$ cat config.mk
export PLATFORM = sky130hd
export DESIGN_NAME = cordic_vectoring
export DESIGN_NICKNAME = d
export VERILOG_FILES = /design/src/rtl/package_settings.sv /design/src/rtl/cordic_micro_rotation.sv /design/src/rtl/cordic_vectoring.sv
export SDC_FILE = /design/constraint.sdc
export NUM_CORES = 1
export LEC_CHECK = 0
export CAP_MARGIN = 20
export CORE_ASPECT_RATIO = 1.2
export CORE_MARGIN = 2
export CORE_UTILIZATION = 53
export DETAILED_ROUTE_END_ITERATION = 8
export GPL_ROUTABILITY_DRIVEN = 0
export PLACE_DENSITY = 0.73
export SYNTH_ARGS = -nofsm -noshare
export SYNTH_HDL_FRONTEND = slang
export SYNTH_SLANG_ARGS = --single-unit
$ cat constraint.sdc
create_clock -name clk -period 6.45 [get_ports clk]
set_input_delay 0.645 -clock clk [delete_from_list [all_inputs] [get_ports clk]]
set_output_delay 0.645 -clock clk [all_outputs]
set_load 0.02 [all_outputs]
$ cat src/rtl/package_settings.sv
// package_settings: shared data width plus CORDIC constants, FSM states and the arctangent table.
package package_settings;
    localparam int SIZE_DATA = 16;
    localparam int GUARD_BITS = 2;
    localparam int CORDIC_ITERATIONS = SIZE_DATA - 2;
    localparam int CORDIC_GAIN_INV = int'(0.607253 * (2.0 ** SIZE_DATA));
    localparam int CORDIC_PI = 1 << (SIZE_DATA - 1 + GUARD_BITS);
    typedef enum logic [1:0] {IDLE, ITERATE, DONE} cordic_state_t;
    // round(atan(2^-i)/pi * 2^17); the angle scale matches SIZE_DATA=16, GUARD_BITS=2
    function automatic logic signed [SIZE_DATA+GUARD_BITS-1:0] atan_tab(input int i);
        int a;
        case (i)
            0: a = 32768;
            1: a = 19344;
            2: a = 10221;
            3: a = 5188;
            4: a = 2604;
            5: a = 1303;
            6: a = 652;
            7: a = 326;
            8: a = 163;
            9: a = 81;
            10: a = 41;
            11: a = 20;
            12: a = 10;
            13: a = 5;
            14: a = 3;
            15: a = 1;
            default: a = 0;
        endcase
        return (SIZE_DATA+GUARD_BITS)'(a);
    endfunction
endpackage

$ cat src/rtl/cordic_micro_rotation.sv
// cordic_micro_rotation: one combinational CORDIC step; neg=0 means d=+1, neg=1 means d=-1.
module cordic_micro_rotation #(
    parameter int W = 18,
    parameter int IW = 4
) (
    input  logic signed [W-1:0]  x,
    input  logic signed [W-1:0]  y,
    input  logic signed [W-1:0]  z,
    input  logic signed [W-1:0]  angle,
    input  logic        [IW-1:0] i,
    input  logic                 neg,
    output logic signed [W-1:0]  x_next,
    output logic signed [W-1:0]  y_next,
    output logic signed [W-1:0]  z_next
);
    logic signed [W-1:0] xs, ys;
    always_comb begin
        xs = x >>> i;
        ys = y >>> i;
        x_next = neg ? x - ys : x + ys;
        y_next = neg ? y + xs : y - xs;
        z_next = neg ? z - angle : z + angle;
    end
endmodule

$ cat src/rtl/cordic_vectoring.sv
// cordic_vectoring: iterative vectoring CORDIC, (x, y) -> magnitude/phase, one micro-rotation per clock.
// Define CORDIC_GAIN_COMPENSATION_EN to scale the magnitude by 1/K (one extra cycle of latency).
module cordic_vectoring
    import package_settings::*;
#(
    parameter int ITERATIONS = CORDIC_ITERATIONS
) (
    input  logic                        clk,
    input  logic                        reset,
    input  logic                        in_valid,
    output logic                        in_ready,
    input  logic signed [SIZE_DATA-1:0] x_in,
    input  logic signed [SIZE_DATA-1:0] y_in,
    output logic                        out_valid,
    input  logic                        out_ready,
    output logic        [SIZE_DATA+1:0] magnitude,
    output logic signed [SIZE_DATA-1:0] phase
);
    localparam int W = SIZE_DATA + GUARD_BITS;
    localparam int IW = $clog2(SIZE_DATA);
    cordic_state_t state;
    logic [IW-1:0] i;
    logic signed [W-1:0] x, y, z, xn, yn, zn, xe, ye, angle;
`ifdef CORDIC_GAIN_COMPENSATION_EN
    localparam int PW = W + SIZE_DATA;
    logic [PW-1:0] prod;
`endif
    assign xe = {{GUARD_BITS{x_in[SIZE_DATA-1]}}, x_in};
    assign ye = {{GUARD_BITS{y_in[SIZE_DATA-1]}}, y_in};
    assign angle = atan_tab(int'(i));
    cordic_micro_rotation #(.W(W), .IW(IW)) u_rot (
        .x(x), .y(y), .z(z), .angle(angle), .i(i), .neg(y[W-1]),
        .x_next(xn), .y_next(yn), .z_next(zn)
    );
    always_ff @(posedge clk or posedge reset) begin
        if (reset) begin
            state <= IDLE;
            i <= '0;
            x <= '0;
            y <= '0;
            z <= '0;
            in_ready <= 1'b0;
            out_valid <= 1'b0;
            magnitude <= '0;
            phase <= '0;
`ifdef CORDIC_GAIN_COMPENSATION_EN
            prod <= '0;
`endif
        end else begin
            case (state)
                IDLE: begin
                    in_ready <= 1'b1;
                    if (in_valid && in_ready) begin
                        // +pi and -pi share one encoding in the wrapped angle register
                        x <= x_in[SIZE_DATA-1] ? -xe : xe;
                        y <= x_in[SIZE_DATA-1] ? -ye : ye;
                        z <= x_in[SIZE_DATA-1] ? W'(CORDIC_PI) : '0;
                        i <= '0;
                        in_ready <= 1'b0;
                        state <= ITERATE;
                    end
                end
                ITERATE: begin
                    x <= xn;
                    y <= yn;
                    z <= zn;
                    i <= (i == IW'(ITERATIONS - 1)) ? '0 : i + 1'b1;
                    if (i == IW'(ITERATIONS - 1)) state <= DONE;
                end
                DONE: begin
                    if (!out_valid) begin
                        // x only grows from |x|+|y|, so x==0 marks the zero vector whose z is meaningless
                        phase <= (x == '0) ? '0 : SIZE_DATA'((z + W'(1 << (GUARD_BITS - 1))) >>> GUARD_BITS);
`ifdef CORDIC_GAIN_COMPENSATION_EN
                        if (i == '0) begin
                            prod <= PW'($unsigned(x)) * PW'(CORDIC_GAIN_INV);
                            i <= IW'(1);
                        end else begin
                            magnitude <= (SIZE_DATA+2)'((prod + PW'(1 << (SIZE_DATA - 1))) >> SIZE_DATA);
                            out_valid <= 1'b1;
                            i <= '0;
                        end
`else
                        magnitude <= (SIZE_DATA+2)'(x);
                        out_valid <= 1'b1;
`endif
                    end else if (out_ready) begin
                        out_valid <= 1'b0;
                        in_ready <= 1'b1;
                        state <= IDLE;
                    end
                end
                default: state <= IDLE;
            endcase
        end
    end
endmodule

==> results.txt, run 1 <==
----------------------------------------------------
[Status]
  Status ... finished, final reports clean

[Route]
  Final routed wirelength across all metal layers ... 27200 um
  Remaining antenna violation count after routing ... 0
  Post-DR vias/cell ... 6.24
  First-pass DRT Iterations ... 5
  Detailed router's first-iteration violation count ... 742
  Remaining DRCs ... 0
  Wirelength per Cell ... around 19 um
  Overall via count from detail_route ... 9129

[Worst setup path]
  Kind of start point of the critical path ... register
  Critical path type ... register to register
  Worst r2r dst ... x[17]$_DFFE_PP0P_
  Startpoint of the most critical register-to-register path ... i[0]$_DFFE_PP0P_
  Endpoint kind of the worst setup timing path ... register
  Worst path required time ... 6.71 ns
  Cell count of the worst reg-to-reg path ... 17
  Maximum fanout count along the critical path ... 37
  Data arrival at the endpoint of the critical path ... between 5 and 6 ns
  Flop2flop setup slack ... approximately 0.90 ns

[Timing]
  Post-Route Setup TNS ... 0 ns
  Final number of max-transition violations ... 0
  Measured slew at the worst slew-check pin ... between 1 and 1.5 ns
  Min cycle time layout ... 5.55 ns
  Maximum clock frequency ... 0.180 GHz
  Number of setup violations in the final report ... 0
  Normalized max-slew margin ... a little under a third
  Setup repair after global routing missed its margin ... no
  Final period util ... about 86%
  Final hold vios ... 0
  Post-Route Skew ... 0.00968 ns

[Synthesis]
  Share of async-settable or async-resettable flops after synthesis ... 100%
  Average footprint of a synthesized cell ... between 8 and 9 um2
  Main area contributors after synthesis ... sky130_fd_sc_hd__dfrtp_1, sky130_fd_sc_hd__ha_1, sky130_fd_sc_hd__xor2_1
  Post-synth top area share ... 23.9%
  Portion of the post-synthesis area used by sequential elements ... 23.9%
  Seq cells post-synth ... 96
  Number of standard cells after synthesis ... 1174
  Yosys warning total ... 0
  Number of distinct library cells after synthesis ... 81
  EDFF count, synth ... 0
  Predominant post-synthesis flop cell ... sky130_fd_sc_hd__dfrtp_1
  Top cell type by total area after synthesis ... sky130_fd_sc_hd__dfrtp_1
  Post-synthesis instance area ... slightly above 0.01 mm2
  Number of nets produced by synthesis ... about 1300

[Floorplan]
  # rows ... 55
  Chip Height ... 155 um
  Initial core utilization ... 53.7%
  Full die area ... 0.0201 mm2
  Width of the die ... 130 um
  Core ar. ... 0.0187 mm2
  I/O pin total ... 72

[Clocking]
  Number of buffers on the longest clock path ... 2
  CTS clk-pin slew, worst paths ... 0.07 ns
  Worst skew pair latency ... around 0.37 ns
  Post-cts hold buffer count ... 0
  Clock buffer count from CTS ... 9
  Clock sink count ... 96
  Post-CTS setup buffer count ... 0
  Number of cells upsized or downsized after cts ... 0
  Root buf cell ... sky130_fd_sc_hd__clkbuf_16
  CTS tree ... built
  Depth of the CTS H-tree ... 3

[Global route]
  Pin count of the biggest net entering global routing ... 83
  Overall fraction of global-route tracks in use ... 27.7%
  Wire length of the first global-routing pass ... 44100 um
  Met2 GRT Util ... 47.7%
  Grt met3 use ... 2.89%
  Number of global-route vias before repair ... between 8000 and 9000
  Most congested layer reported by global routing ... met2
  Met1 Usage GRT ... 34.4%
  Number of antenna violations at the first check in global routing ... 0
  Total congestion overflow after global routing ... 0

[Finish]
  Syn-to-layout area delta ... 11.0%
  Register cell area after layout ... 0.00240 mm2
  Layout filler cell count ... 1741
  Nets ... 1305
  Fraction of final layout cells sized beyond drive strength 1 ... 7.87%
  Area of the multi-input gates ... around 0.0072 mm2
  # diodes ... 0

[Worst hold path]
  Min-Delay Startpoint ... phase[8]$_DFFE_PP0P_
  Hold path cells ... 2
  Hold Crit Endpoint ... phase[8]$_DFFE_PP0P_
  Hold Path Class ... register to register

[Placement]
  Count of input and output buffers ... just over 70
  Dpl hpwl ... just under 20000 um

[Flow run]
  # Max-Cap Violations ... 0

----------------------------------------------------
## state kept, by name, indices dropped and copies added, names as in the netlist
name       count
in_ready       1
i              4
out_valid      1
state          2
phase         16
x             18
y             18
z             18
magnitude     18
## synth_stat cells (10+ instances only)
library cell / count
sky130_fd_sc_hd__nand2b_1: 20
sky130_fd_sc_hd__clkbuf_1: 42
sky130_fd_sc_hd__o211ai_1: 29
sky130_fd_sc_hd__o21ai_0: 102
sky130_fd_sc_hd__mux2i_1: 32
sky130_fd_sc_hd__nand2_1: 129
sky130_fd_sc_hd__a21o_1: 16
sky130_fd_sc_hd__or3_1: 11
sky130_fd_sc_hd__mux2_2: 27
sky130_fd_sc_hd__ha_1: 64
sky130_fd_sc_hd__nand3_1: 35
sky130_fd_sc_hd__dfrtp_1: 96
sky130_fd_sc_hd__xor2_1: 62
sky130_fd_sc_hd__mux4_1: 17
sky130_fd_sc_hd__a21oi_1: 72
sky130_fd_sc_hd__nor2_1: 70
sky130_fd_sc_hd__a31oi_1: 13
sky130_fd_sc_hd__mux4_2: 12
sky130_fd_sc_hd__nor2b_1: 15
sky130_fd_sc_hd__xnor2_1: 60
sky130_fd_sc_hd__o31ai_1: 20
sky130_fd_sc_hd__o22ai_1: 10
sky130_fd_sc_hd__inv_1: 44
sky130_fd_sc_hd__nor3_1: 18
## placed cells by master, fill, tap and decap left out, drive strengths merged, types with 49 or more instances in the layout
| master | synthesis | routed |
|---|---|---|
| clkdlybuf4s50 | 0 | 71 |
| inv | 45 | 49 |
| nor2 | 71 | 71 |
| ha | 64 | 64 |
| xor2 | 62 | 62 |
| a21oi | 73 | 73 |
| xnor2 | 60 | 60 |
| o21ai | 107 | 107 |
| nand2 | 129 | 129 |
| dfrtp | 96 | 96 |
## metal layers
layer / vias to the layer above / part of all wire [%]
met4: 0 / 4.6
met5: - / 0
met2: 343 / 49
met3: 84 / 4.6
met1: 4325 / 41
li1: 4377 / -
## worst max path at each step
stage                                 from                end  slack [ns]  depth (start not counted)
final                     i[0]$_DFFE_PP0P_  x[17]$_DFFE_PP0P_        0.90                         17
after global routing      i[0]$_DFFE_PP0P_  y[17]$_DFFE_PP0P_        0.39                         20
after detailed placement  i[0]$_DFFE_PP0P_  x[17]$_DFFE_PP0P_        1.00                         17
after floorplan           i[3]$_DFFE_PP0P_  x[17]$_DFFE_PP0P_        1.52                         20
after global placement    i[0]$_DFFE_PP0P_  y[17]$_DFFE_PP0P_        1.16                         20
after CTS                 i[0]$_DFFE_PP0P_  x[17]$_DFFE_PP0P_        0.99                         17
## critical path: stages (launching register included)
cell,delay (ns)
sky130_fd_sc_hd__dfrtp_2,0.86
sky130_fd_sc_hd__buf_4,0.39
sky130_fd_sc_hd__mux4_1,0.62
sky130_fd_sc_hd__a22oi_1,0.26
sky130_fd_sc_hd__o21ai_1,0.16
sky130_fd_sc_hd__a21oi_1,0.38
sky130_fd_sc_hd__and2_1,0.29
sky130_fd_sc_hd__a31oi_1,0.13
sky130_fd_sc_hd__xnor2_1,0.16
sky130_fd_sc_hd__ha_1,0.34
sky130_fd_sc_hd__a21oi_1,0.15
sky130_fd_sc_hd__nand2_1,0.11
sky130_fd_sc_hd__o311a_1,0.41
sky130_fd_sc_hd__a311o_1,0.41
sky130_fd_sc_hd__a311oi_1,0.27
sky130_fd_sc_hd__xnor2_1,0.19
sky130_fd_sc_hd__o21ai_1,0.09
sky130_fd_sc_hd__a22o_1,0.20
## stage by stage
| stage | hold WS [ns] | area, um2 | util (%) | std cells | setup WS, ns |
|---|---|---|---|---|---|
| detailed placement | 0.469 | 10800 | 57.9 | 1444 | 1.00 |
| global placement | 0.460 | 10800 | 57.9 | 1444 | 1.16 |
| CTS | 0.486 | 11100 | 59.5 | 1460 | 0.991 |
| global route | 0.494 | 11200 | 59.6 | 1463 | 0.390 |
| floorplan | 0.469 | 10100 | - | 1174 | 1.52 |
| finish | 0.477 | 11200 | 59.6 | 1463 | 0.902 |
## layout make-up
class	count	share of cell area, %
Clock buffer	9	2.02
Clock inverter	7	0.650
Inverter	45	1.54
Multi-Input combinational cell	967	64.1
Sequential cell	96	21.5
Tap cell	256	2.87
Timing Repair Buffer	83	7.24
## cell families (layout without fill, tap and decap cells)
family	after synthesis	after routing	share of synthesized area (%)
buf+inv	111	144	4.95
simple gates	353	353	17.0
flops	96	96	23.9
mux	92	92	13.9
xor+xnor	122	122	10.6
compound gates	333	333	21.0
fa+ha+maj	67	67	8.56
Power of run 1 is not shown: default switching activity piles up to over one toggle a cycle in this logic, so the estimate is an artifact.
==> run 2, diff against run 1 <==
--- a/config.mk
+++ b/config.mk
@@ -6,12 +6,16 @@
 export NUM_CORES = 1
 export LEC_CHECK = 0
 export CAP_MARGIN = 20
+export CELL_PAD_IN_SITES_DETAIL_PLACEMENT = 0
+export CELL_PAD_IN_SITES_GLOBAL_PLACEMENT = 1
 export CORE_ASPECT_RATIO = 1.2
 export CORE_MARGIN = 2
-export CORE_UTILIZATION = 53
+export CORE_UTILIZATION = 47
 export DETAILED_ROUTE_END_ITERATION = 8
 export GPL_ROUTABILITY_DRIVEN = 0
-export PLACE_DENSITY = 0.73
+export PLACE_DENSITY_LB_ADDON = 0.1
+export RECOVER_POWER = 25
+export SETUP_SLACK_MARGIN = 0.3
 export SYNTH_ARGS = -nofsm -noshare
 export SYNTH_HDL_FRONTEND = slang
 export SYNTH_SLANG_ARGS = --single-unit
==> results.txt, run 2 (synthesized netlist as in run 1, its figures left out) <==
----------------------------------------------------
[Floorplan]
  # rows ... 58 (+5.5%)
  Chip Height ... 164 um (+6.0%)
  Width of the die ... 138 um (+6.0%)
  Full die area ... 0.0226 mm2 (+12%)
  Initial core utilization ... 47.9% (-5.8 points)
  Core ar. ... 0.0210 mm2 (+12%)
  I/O pin total ... 72 (unchanged)

[Route]
  Post-DR vias/cell ... 6.04 (-3.2%)
  Remaining DRCs ... 0 (unchanged)
  Highest routed metal layer ... met4
  Overall via count from detail_route ... 8950 (-2.0%)
  Detailed route wirelength on metal2 ... 14000 um (+4.5%)
  Detailed router's first-iteration violation count ... 586 (-21%)
  Remaining antenna violation count after routing ... 0 (unchanged)
  Final routed wirelength across all metal layers ... 28700 um (+5.6%)
  WL met1 ... 12600 um (+12%)
  First-pass DRT Iterations ... 5 (unchanged)
  Wirelength per Cell ... 19.4 um (+4.3%)
  Length of routed met3 wiring ... 1050 um (-16%)

[Global route]
  Pin count of the biggest net entering global routing ... 82 (-1.2%)
  Wire length of the first global-routing pass ... 46100 um (+4.5%)
  Total congestion overflow after global routing ... 0 (unchanged)
  Overall fraction of global-route tracks in use ... 26.3% (-1.4 points)
  Number of global-route vias before repair ... 8599 (+0.27%)
  Number of antenna violations at the first check in global routing ... 0 (unchanged)

[Worst setup path]
  CP cell instances ... buf_4, mux4_1, a22oi_1, o21ai_1, a21oi_1, and2_1, a31oi_1, xnor2_1, ha_1, a21oi_1, nand2_1, o311a_1, a311o_1, a311oi_1, xnor2_1, o21ai_1, a22o_1
  Crit path largest cell delay ... 0.95 ns (+0.09 ns)
  Standard cell with the maximum stage delay on the critical path ... sky130_fd_sc_hd__dfrtp_2
  Worst r2r dst ... x[17]$_DFFE_PP0P_
  Critical path type ... register to register
  Data arrival at the endpoint of the critical path ... 5.80 ns (about the same)
  Worst path required time ... 6.71 ns (about the same)
  Maximum fanout count along the critical path ... 43 (+16%)
  Endpoint kind of the worst setup timing path ... register
  Cell count of the worst reg-to-reg path ... 17 (unchanged)
  Kind of start point of the critical path ... register
  Startpoint of the most critical register-to-register path ... i[0]$_DFFE_PP0P_
  Flop2flop setup slack ... 0.91 ns (about the same)

[Clocking]
  CTS clk-pin slew, worst paths ... 0.08 ns (about the same)
  Post-CTS setup buffer count ... 0 (unchanged)
  Number of buffers on the longest clock path ... 2 (unchanged)
  Worst skew pair latency ... 0.38 ns (about the same)
  Post-cts hold buffer count ... 0 (unchanged)
  Number of cells upsized or downsized after cts ... 0 (unchanged)
  CTS tree ... built
  Clock sink count ... 96 (unchanged)
  Depth of the CTS H-tree ... 3 (unchanged)
  Root buf cell ... sky130_fd_sc_hd__clkbuf_16
  Clock buffer count from CTS ... 9 (unchanged)

[Finish]
  Most frequent cells in the layout ... sky130_fd_sc_hd__nand2_1, sky130_fd_sc_hd__o21ai_0, sky130_fd_sc_hd__dfrtp_1
  # diodes ... 0 (unchanged)
  Commonest non-fill, non-tap cell in the layout ... sky130_fd_sc_hd__nand2_1
  Fraction of final layout cells sized beyond drive strength 1 ... 8.09% (+0.22 points)
  Nets ... 1309 (+0.31%)
  Syn-to-layout area delta ... 11.8%

[Timing]
  Measured slew at the worst slew-check pin ... 2.27 ns (+1.23 ns)
  Final number of max-transition violations ... 80 (+80)
  Maximum clock frequency ... 0.180 GHz (+0.12%)
  Setup repair after global routing missed its margin ... no
  Post-Route Setup TNS ... 0 ns (unchanged)
  Normalized max-slew margin ... -51.0% (-82 points)
  Number of setup violations in the final report ... 0 (unchanged)
  Final period util ... 85.9% (-0.10 points)
  Final hold vios ... 0 (unchanged)
  Post-Route Skew ... 0.00913 ns (-0.000554 ns)
  Min cycle time layout ... 5.54 ns (-0.00665 ns)

[Placement]
  Count of input and output buffers ... 71 (unchanged)
  Dpl hpwl ... 21300 um (+7.8%)

[Status]
  Violations in the final reports ... capacitance limit, slew limit
  Status ... complete, but fails checks

[Worst hold path]
  Hold Crit Endpoint ... phase[13]$_DFFE_PP0P_
  Min-Delay Startpoint ... phase[13]$_DFFE_PP0P_
  Hold Path Class ... register to register
  Hold path cells ... 2 (unchanged)

[Flow run]
  # Max-Cap Violations ... 2 (+2)

----------------------------------------------------
-- run 2: cell types whose count changed in the layout (fill, tap and decap cells not counted), moves of 2 or more --
cell,change
sky130_fd_sc_hd__buf_4,+3
sky130_fd_sc_hd__clkdlybuf4s50_1,-2
sky130_fd_sc_hd__clkinv_8,+2
sky130_fd_sc_hd__dlygate4sd3_1,+2
sky130_fd_sc_hd__inv_8,-2
-- run 2: final cells by class --
type	instances	area, um2
multi-input cells	967	7160
clock inverters	7	86.3
repair buffers	87	863
inverters	45	170
flip-flops and latches	96	2400
fillers	2006	9730
well taps	270	338
clock buffers	9	225
-- run 2: worst max path at each step --
| stage | from | to | slack, ns | depth (start not counted) |
|---|---|---|---|---|
| 2_1_floorplan | i[3]$_DFFE_PP0P_ | x[17]$_DFFE_PP0P_ | 1.52 | 20 |
| 3_3_place_gp | i[0]$_DFFE_PP0P_ | x[17]$_DFFE_PP0P_ | 1.09 | 17 |
| 3_5_place_dp | i[0]$_DFFE_PP0P_ | x[17]$_DFFE_PP0P_ | 0.96 | 17 |
| 4_1_cts | i[0]$_DFFE_PP0P_ | x[17]$_DFFE_PP0P_ | 0.93 | 17 |
| 5_1_grt | i[0]$_DFFE_PP0P_ | x[17]$_DFFE_PP0P_ | 0.53 | 17 |
| 6_report | i[0]$_DFFE_PP0P_ | x[17]$_DFFE_PP0P_ | 0.91 | 17 |
-- run 2: worst max-delay path, delay by kind of cell (launching register included) --
kind,cells,cell delay (ns)
and+or+nand+nor,2,0.39
AOI/OAI and AO/OA,10,2.44
adders and majority gates,1,0.34
xor gates and xnor gates,2,0.34
buffers and inverters,1,0.34
muxes,1,0.60
DFF,1,0.95
-- run 2: stage by stage --
| step | std cells | setup slack, ns | utilization, % | hold slack [ns] | area, um2 |
|---|---|---|---|---|---|
| finish | 1481 | 0.908 | 53.6 | 0.478 | 11200 |
| global route | 1481 | 0.533 | 53.6 | 0.525 | 11200 |
| CTS | 1480 | 0.932 | 53.5 | 0.488 | 11200 |
| detailed placement | 1464 | 0.961 | 52.0 | 0.469 | 10900 |
| global placement | 1463 | 1.09 | 52.0 | 0.461 | 10900 |
| floorplan | 1174 | 1.52 | - | 0.469 | 10100 |
-- run 2: per-layer routing --
metal	global-route usage (%)	up-vias
li1	-	4371
met1	33.5	4287
met5	0	-
met3	3.18	58
met2	45.0	234
met4	10.2	0
Power of run 2 is left out for the same reason.
